$ cat config.mk
export PLATFORM = sky130hd
export DESIGN_NAME = rx_frame_commit
export DESIGN_NICKNAME = d
export VERILOG_FILES = /design/src/rtl/rx_frame_commit.sv
export SDC_FILE = /design/constraint.sdc
export NUM_CORES = 2
export LEC_CHECK = 0
export ABC_AREA = 1
export CAP_MARGIN = 20
export CORE_UTILIZATION = 35
export CTS_BUF_LIST = sky130_fd_sc_hd__clkbuf_4 sky130_fd_sc_hd__clkbuf_8
export DETAILED_ROUTE_END_ITERATION = 8
export SYNTH_ARGS = -nofsm -noshare
export SYNTH_HDL_FRONTEND = slang
export SYNTH_SLANG_ARGS = --single-unit
$ cat constraint.sdc
create_clock -name clk -period 3.2 [get_ports clk]
set_clock_uncertainty 0.05 [all_clocks]
set_input_delay 0.96 -clock clk [delete_from_list [all_inputs] [get_ports clk]]
set_output_delay 0.96 -clock clk [all_outputs]
set_load 0.01 [all_outputs]
$ cat src/rtl/rx_frame_commit.sv
// rx_frame_commit: reassembles descrambled beats into frames and commits frames
// flagged good by the validator into a small frame FIFO. The FIFO drains on an
// AXI-Stream master. The block also drives a pause hint back to TX and counts
// overflow drops and rx_error episodes.
// Ports:
//   clk, rst_n         clock, asynchronous active-low reset
//   rx_data_i          descrambled beat (one per cycle)
//   rx_sof_i           first beat of a frame
//   rx_crc_good_i      pulse: current beat ends an in-order good frame
//   rx_error_i         level: upstream rollback in progress
//   m_axis_tdata_o     stripped payload of the FIFO head
//   m_axis_tvalid_o    payload valid
//   m_axis_tready_i    sink ready
//   rx_pause_o         FIFO near full
//   overflow_o         1-cycle pulse when a good frame is dropped
//   drop_cnt_o         saturating overflow drop count
//   retrans_cnt_o      saturating count of rx_error rising edges
module rx_frame_commit #(
  parameter int unsigned FRAME_WIDTH   = 256,
  parameter int unsigned DWIDTH        = 64,
  parameter int unsigned CRC_WIDTH     = 12,
  parameter int unsigned FIFO_FRAMES   = 4,
  parameter int unsigned PAUSE_THRESH  = 1,
  localparam int unsigned PAYLOAD_WIDTH = FRAME_WIDTH - 2 - CRC_WIDTH
) (
  input  logic                     clk,
  input  logic                     rst_n,
  input  logic [DWIDTH-1:0]        rx_data_i,
  input  logic                     rx_sof_i,
  input  logic                     rx_crc_good_i,
  input  logic                     rx_error_i,
  output logic [PAYLOAD_WIDTH-1:0] m_axis_tdata_o,
  output logic                     m_axis_tvalid_o,
  input  logic                     m_axis_tready_i,
  output logic                     rx_pause_o,
  output logic                     overflow_o,
  output logic [15:0]              drop_cnt_o,
  output logic [15:0]              retrans_cnt_o
);

  localparam int unsigned BEATS = FRAME_WIDTH / DWIDTH;
  localparam int unsigned IDXW  = (BEATS > 1) ? $clog2(BEATS) : 1;
  localparam int unsigned PTRW  = $clog2(FIFO_FRAMES);
  localparam int unsigned CNTW  = PTRW + 1;

  logic [IDXW-1:0]          idx_q, idx_d, slot_c;
  logic [FRAME_WIDTH-1:0]   asm_q, asm_d;
  logic [PAYLOAD_WIDTH-1:0] mem_q [FIFO_FRAMES];
  logic [PTRW-1:0]          wptr_q, wptr_d, rptr_q, rptr_d;
  logic [CNTW-1:0]          cnt_q, cnt_d;
  logic [PAYLOAD_WIDTH-1:0] tdata_q, tdata_d, push_data_c;
  logic                     tvalid_q, tvalid_d;
  logic                     pause_q, pause_d;
  logic                     ovf_q, ovf_d;
  logic [15:0]              drop_cnt_q, drop_cnt_d;
  logic [15:0]              retrans_cnt_q, retrans_cnt_d;
  logic                     err_q;
  logic                     last_c, commit_c, push_c, pop_c, drop_c;

  // Assembly, commit decision, FIFO pointer/count and flag next-state logic
  always_comb begin
    slot_c = rx_sof_i ? '0 : idx_q;
    asm_d  = asm_q;
    // Slot 0 occupies the frame MSBs; later beats fill downward
    for (int unsigned b = 0; b < BEATS; b++) begin
      if (slot_c == IDXW'(b)) asm_d[FRAME_WIDTH-1-b*DWIDTH -: DWIDTH] = rx_data_i;
    end
    idx_d       = (BEATS == 1) ? '0 : slot_c + IDXW'(1);
    last_c      = (slot_c == IDXW'(BEATS - 1));
    commit_c    = last_c & rx_crc_good_i;
    pop_c       = tvalid_q & m_axis_tready_i;
    push_c      = commit_c & ((cnt_q < CNTW'(FIFO_FRAMES)) | pop_c);
    drop_c      = commit_c & ~push_c;
    push_data_c = asm_d[FRAME_WIDTH-3:CRC_WIDTH];

    wptr_d = push_c ? wptr_q + PTRW'(1) : wptr_q;
    rptr_d = pop_c  ? rptr_q + PTRW'(1) : rptr_q;
    cnt_d  = cnt_q;
    if (push_c && !pop_c) cnt_d = cnt_q + CNTW'(1);
    if (!push_c && pop_c) cnt_d = cnt_q - CNTW'(1);

    // A frame pushed into a slot that becomes the head must bypass the memory
    tdata_d  = (push_c && (rptr_d == wptr_q)) ? push_data_c : mem_q[rptr_d];
    tvalid_d = (cnt_d != '0);
    pause_d  = ((FIFO_FRAMES - 32'(cnt_d)) <= PAUSE_THRESH);
    ovf_d    = drop_c;

    drop_cnt_d = drop_cnt_q;
    if (drop_c && drop_cnt_q != 16'hFFFF) drop_cnt_d = drop_cnt_q + 16'd1;
    retrans_cnt_d = retrans_cnt_q;
    if (rx_error_i && !err_q && retrans_cnt_q != 16'hFFFF) retrans_cnt_d = retrans_cnt_q + 16'd1;
  end

  // State registers
  always_ff @(posedge clk or negedge rst_n) begin
    if (!rst_n) begin
      idx_q         <= '0;
      asm_q         <= '0;
      for (int i = 0; i < int'(FIFO_FRAMES); i++) mem_q[i] <= '0;
      wptr_q        <= '0;
      rptr_q        <= '0;
      cnt_q         <= '0;
      tdata_q       <= '0;
      tvalid_q      <= 1'b0;
      pause_q       <= 1'b0;
      ovf_q         <= 1'b0;
      drop_cnt_q    <= '0;
      retrans_cnt_q <= '0;
      err_q         <= 1'b0;
    end else begin
      idx_q         <= idx_d;
      asm_q         <= asm_d;
      if (push_c) mem_q[wptr_q] <= push_data_c;
      wptr_q        <= wptr_d;
      rptr_q        <= rptr_d;
      cnt_q         <= cnt_d;
      tdata_q       <= tdata_d;
      tvalid_q      <= tvalid_d;
      pause_q       <= pause_d;
      ovf_q         <= ovf_d;
      drop_cnt_q    <= drop_cnt_d;
      retrans_cnt_q <= retrans_cnt_d;
      err_q         <= rx_error_i;
    end
  end

  assign m_axis_tdata_o  = tdata_q;
  assign m_axis_tvalid_o = tvalid_q;
  assign rx_pause_o      = pause_q;
  assign overflow_o      = ovf_q;
  assign drop_cnt_o      = drop_cnt_q;
  assign retrans_cnt_o   = retrans_cnt_q;

endmodule
==> flow_summary.toml <==
[run_status]
status = "complete, no violations"

[timing]
min_period_ns = 3.09
rsz0062_at_grt = "no"
relSlewSlack = 0.428
fmax_ghz = 0.324
slew_viol_final = 0
setup_viol = 0
timing.final.crit_share = 0.965
fin_ws_ns = 0.113
tightest_slew_ns = 0.855
hold_violations = 0

[yosys]
netlist_instances = 7926
synth-seq-cells = 1497
synth_common_cells = "2,336 x nand2_1, 1,497 x dfrtp_1, 1,232 x nand3_1"
synth_most_common_cell = "nand2_1"
yosys.area_share.simple = 0.228
netlist.area_leader.share = 0.560
synth_top_family_by_area = "simple AND/OR/NAND/NOR gates"
synth.avg_cell_area_um2 = 8.43
synth_area_leader_cell = "dfrtp_1"
synth-edff-count = 0
syn_area_um2 = 66900
synth.mux.area_fraction = 0.0408
ys_dominant_reg_cell = "dfrtp_1"
synth-seq-area-share = 0.560
synthXorXnorAreaFrac = 0.00275
synth_compound_area_frac = 0.0733
async_flop_share = 1.00
yosysUniqueCellTypes = 25
synth_warnings = 0
synthesis.nets = 8009
synthAdderAreaFrac = 0.00243
synth.area.top_cells = "dfrtp_1 56%, nand2_1 13%, nand3_1 9.2%, o21ai_0 7.3%, inv_1 5.7%"

[worst_setup_path]
crit_arrival_ns = 2.08
worst-path-buf-inv = 1
crit_path_max_incr_delay_ns = 0.60
critical_path_depth = 1
r2r_cells = 8
r2r-start = "retrans_cnt_o[0]"
crit_fanout = 1
required_ns = 2.19
cp-endpoint = "m_axis_tdata_o[104]"
critPathKind = "flop to output port"
slowest_stage = "clkdlybuf4s50_1"
crit_chain = "clkdlybuf4s50_1"
crit_path_start = "m_axis_tdata_o[104]"
end_kind = "output port"
cpLargestDelayFamily = "buffers and inverters"
worstReg2RegEnd = "retrans_cnt_o[14]"
reg2reg_slack_ns = 0.68
start_kind = "flop"

[cts]
cts_tree = "built"
cts_setup_buffers = 0
clockBufferDepth = 4
cts_made_buffers = 282
clk-insertion-delay-late_ns = 1.01
cts_max_level = 5
clk_pin_slew_ns = 0.06
clock_sinks = 1497
root_buffer = "clkbuf_8"

[placement]
gp_congestion = 0.879
post-place-ws_ns = -0.207
dpl_cell_area_um2 = 76200
dp_hpwl_mm = 145
numPortBuffers = 346

[pwr]
p_leak_uw = 0.0386
ir_worst_vdd_uv = 641
power_density_nw_per_um2 = 983

[layout]
synthToLayoutAreaGrowth_pct = 22.6
num-fill-cells = 18300
final_area_um2 = 82000
fin_util = 0.431
fin_nets = 8494
drive_above_1_share = 0.134

[floorplan]
die_h_um = 439
coreArea_um2 = 190000
die_w_um = 439
rows = 160
start_util = 0.352
die_area_um2 = 193000
io_pins = 347

[global_route]
grt_pass1_wl_mm = 340
grt_pass1_vias = 54900
grt-ovfl-total = 0
grt_max_degree = 130
grtUsageTotal = 0.231
antenna_found_initial = 37

[detailed_routing]
drt-total-wl_mm = 223
wl_per_cell_um = 20.0
vias = 55800
route.detailed.drc = 0
ant_nets = 0
firstDrtPassIters = 8
drt-vias-per-instance = 5.01
first_iter_violations = 4760

[flow_run]
maxCapViolCount = 0

[hold_path]
holdCritStartpoint = "rx_error_i"
hold_class = "primary input to flop"
min_path_cells = 1
-- sequential cells by signal, summed over array words and instances (netlist names) --
signal           count
cnt_q                3
retrans_cnt_o       16
idx_q                2
rptr_q               2
err_q                1
wptr_q               2
m_axis_tvalid_o      1
overflow_o           1
mem_q              968
m_axis_tdata_o     242
drop_cnt_o          16
asm_q              242
rx_pause_o           1
-- cells by family after synthesis --
| logic type | after synthesis |
|---|---|
| and+or+nand+nor | 3631 |
| buffers and inverters | 1545 |
| DFF | 1497 |
| AOI/OAI and AO/OA | 977 |
| muxes | 242 |
| xor gates and xnor gates | 21 |
| adders and majority gates | 13 |
-- through the flow --
| step | std cells | setup TNS, ns | total power, uW | hold WS, ns |
|---|---|---|---|---|
| after floorplan | 7926 | 0 | 46700 | 0.399 |
| after global placement | 10600 | -140.58 | 61000 | 0.466 |
| after detailed placement | 10600 | -87.33 | 61600 | 0.476 |
| after CTS | 11100 | 0 | 81100 | 0.268 |
| after global routing | 11100 | 0 | 85900 | 0.316 |
| final | 11100 | 0 | 80600 | 0.358 |
-- worst min path at each step --
stage / slack [ns] / endpoint
after global placement: 0.47 / mem_q[322]
after global routing: 0.32 / err_q
final: 0.36 / err_q
after detailed placement: 0.48 / mem_q[177]
after floorplan: 0.40 / idx_q[0]
after CTS: 0.27 / err_q
-- routing by layer --
layer  track usage  wire length, um  up-vias  share of wire
met1         0.300            93100    27200           0.42
met4         0.123            11400        4          0.051
li1              -                -    26000              -
met2         0.360           102000     2143           0.46
met5             0               31        -        0.00014
met3        0.0482            16400      450          0.073
-- area by class of cell --
type | instances | area [um^2] | area share
Multi-Input combinational cell | 4884 | 23400 | 0.285
Antenna cell | 29 | 72.6 | 0.000885
Clock buffer | 434 | 5430 | 0.0662
Timing Repair Buffer | 734 | 8380 | 0.102
Clock inverter | 36 | 282 | 0.00343
Inverter | 1012 | 3800 | 0.0463
Sequential cell | 1497 | 37500 | 0.457
Tap cell | 2511 | 3140 | 0.0383
-- what timing repair did --
item,CTS,global route
resized for setup,33,1
endpoints found under the hold margin,31,0
hold buffers,1,0
endpoints found under the setup margin,30,1
gates cloned,0,0
-- cell usage in the layout, fill, tap and decap left out, drive strengths merged --
cell type	count
bufinv	3
nand4	9
nand2	2345
and2	1
dlygate4sd2	6
xnor2	10
xor2	11
clkbuf	434
a21oi	2
mux2	242
dfrtp	1497
clkdlybuf4s50	339
nor2	33
nand3b	2
clkinv	24
o21ai	975
nor3	9
ha	13
diode	29
buf	388
clkinvlp	9
dlygate4sd3	1
inv	1012
nand3	1232
-- power by group --
part / leakage, uW / internal, uW / switching [uW]
combinational: 0.0200 / 12300 / 19700
clock: 0.00303 / 11000 / 8130
sequential: 0.0156 / 26300 / 3170
total: 0.0386 / 49600 / 31000
No activity file was read; power rests on OpenSTA's default activity.
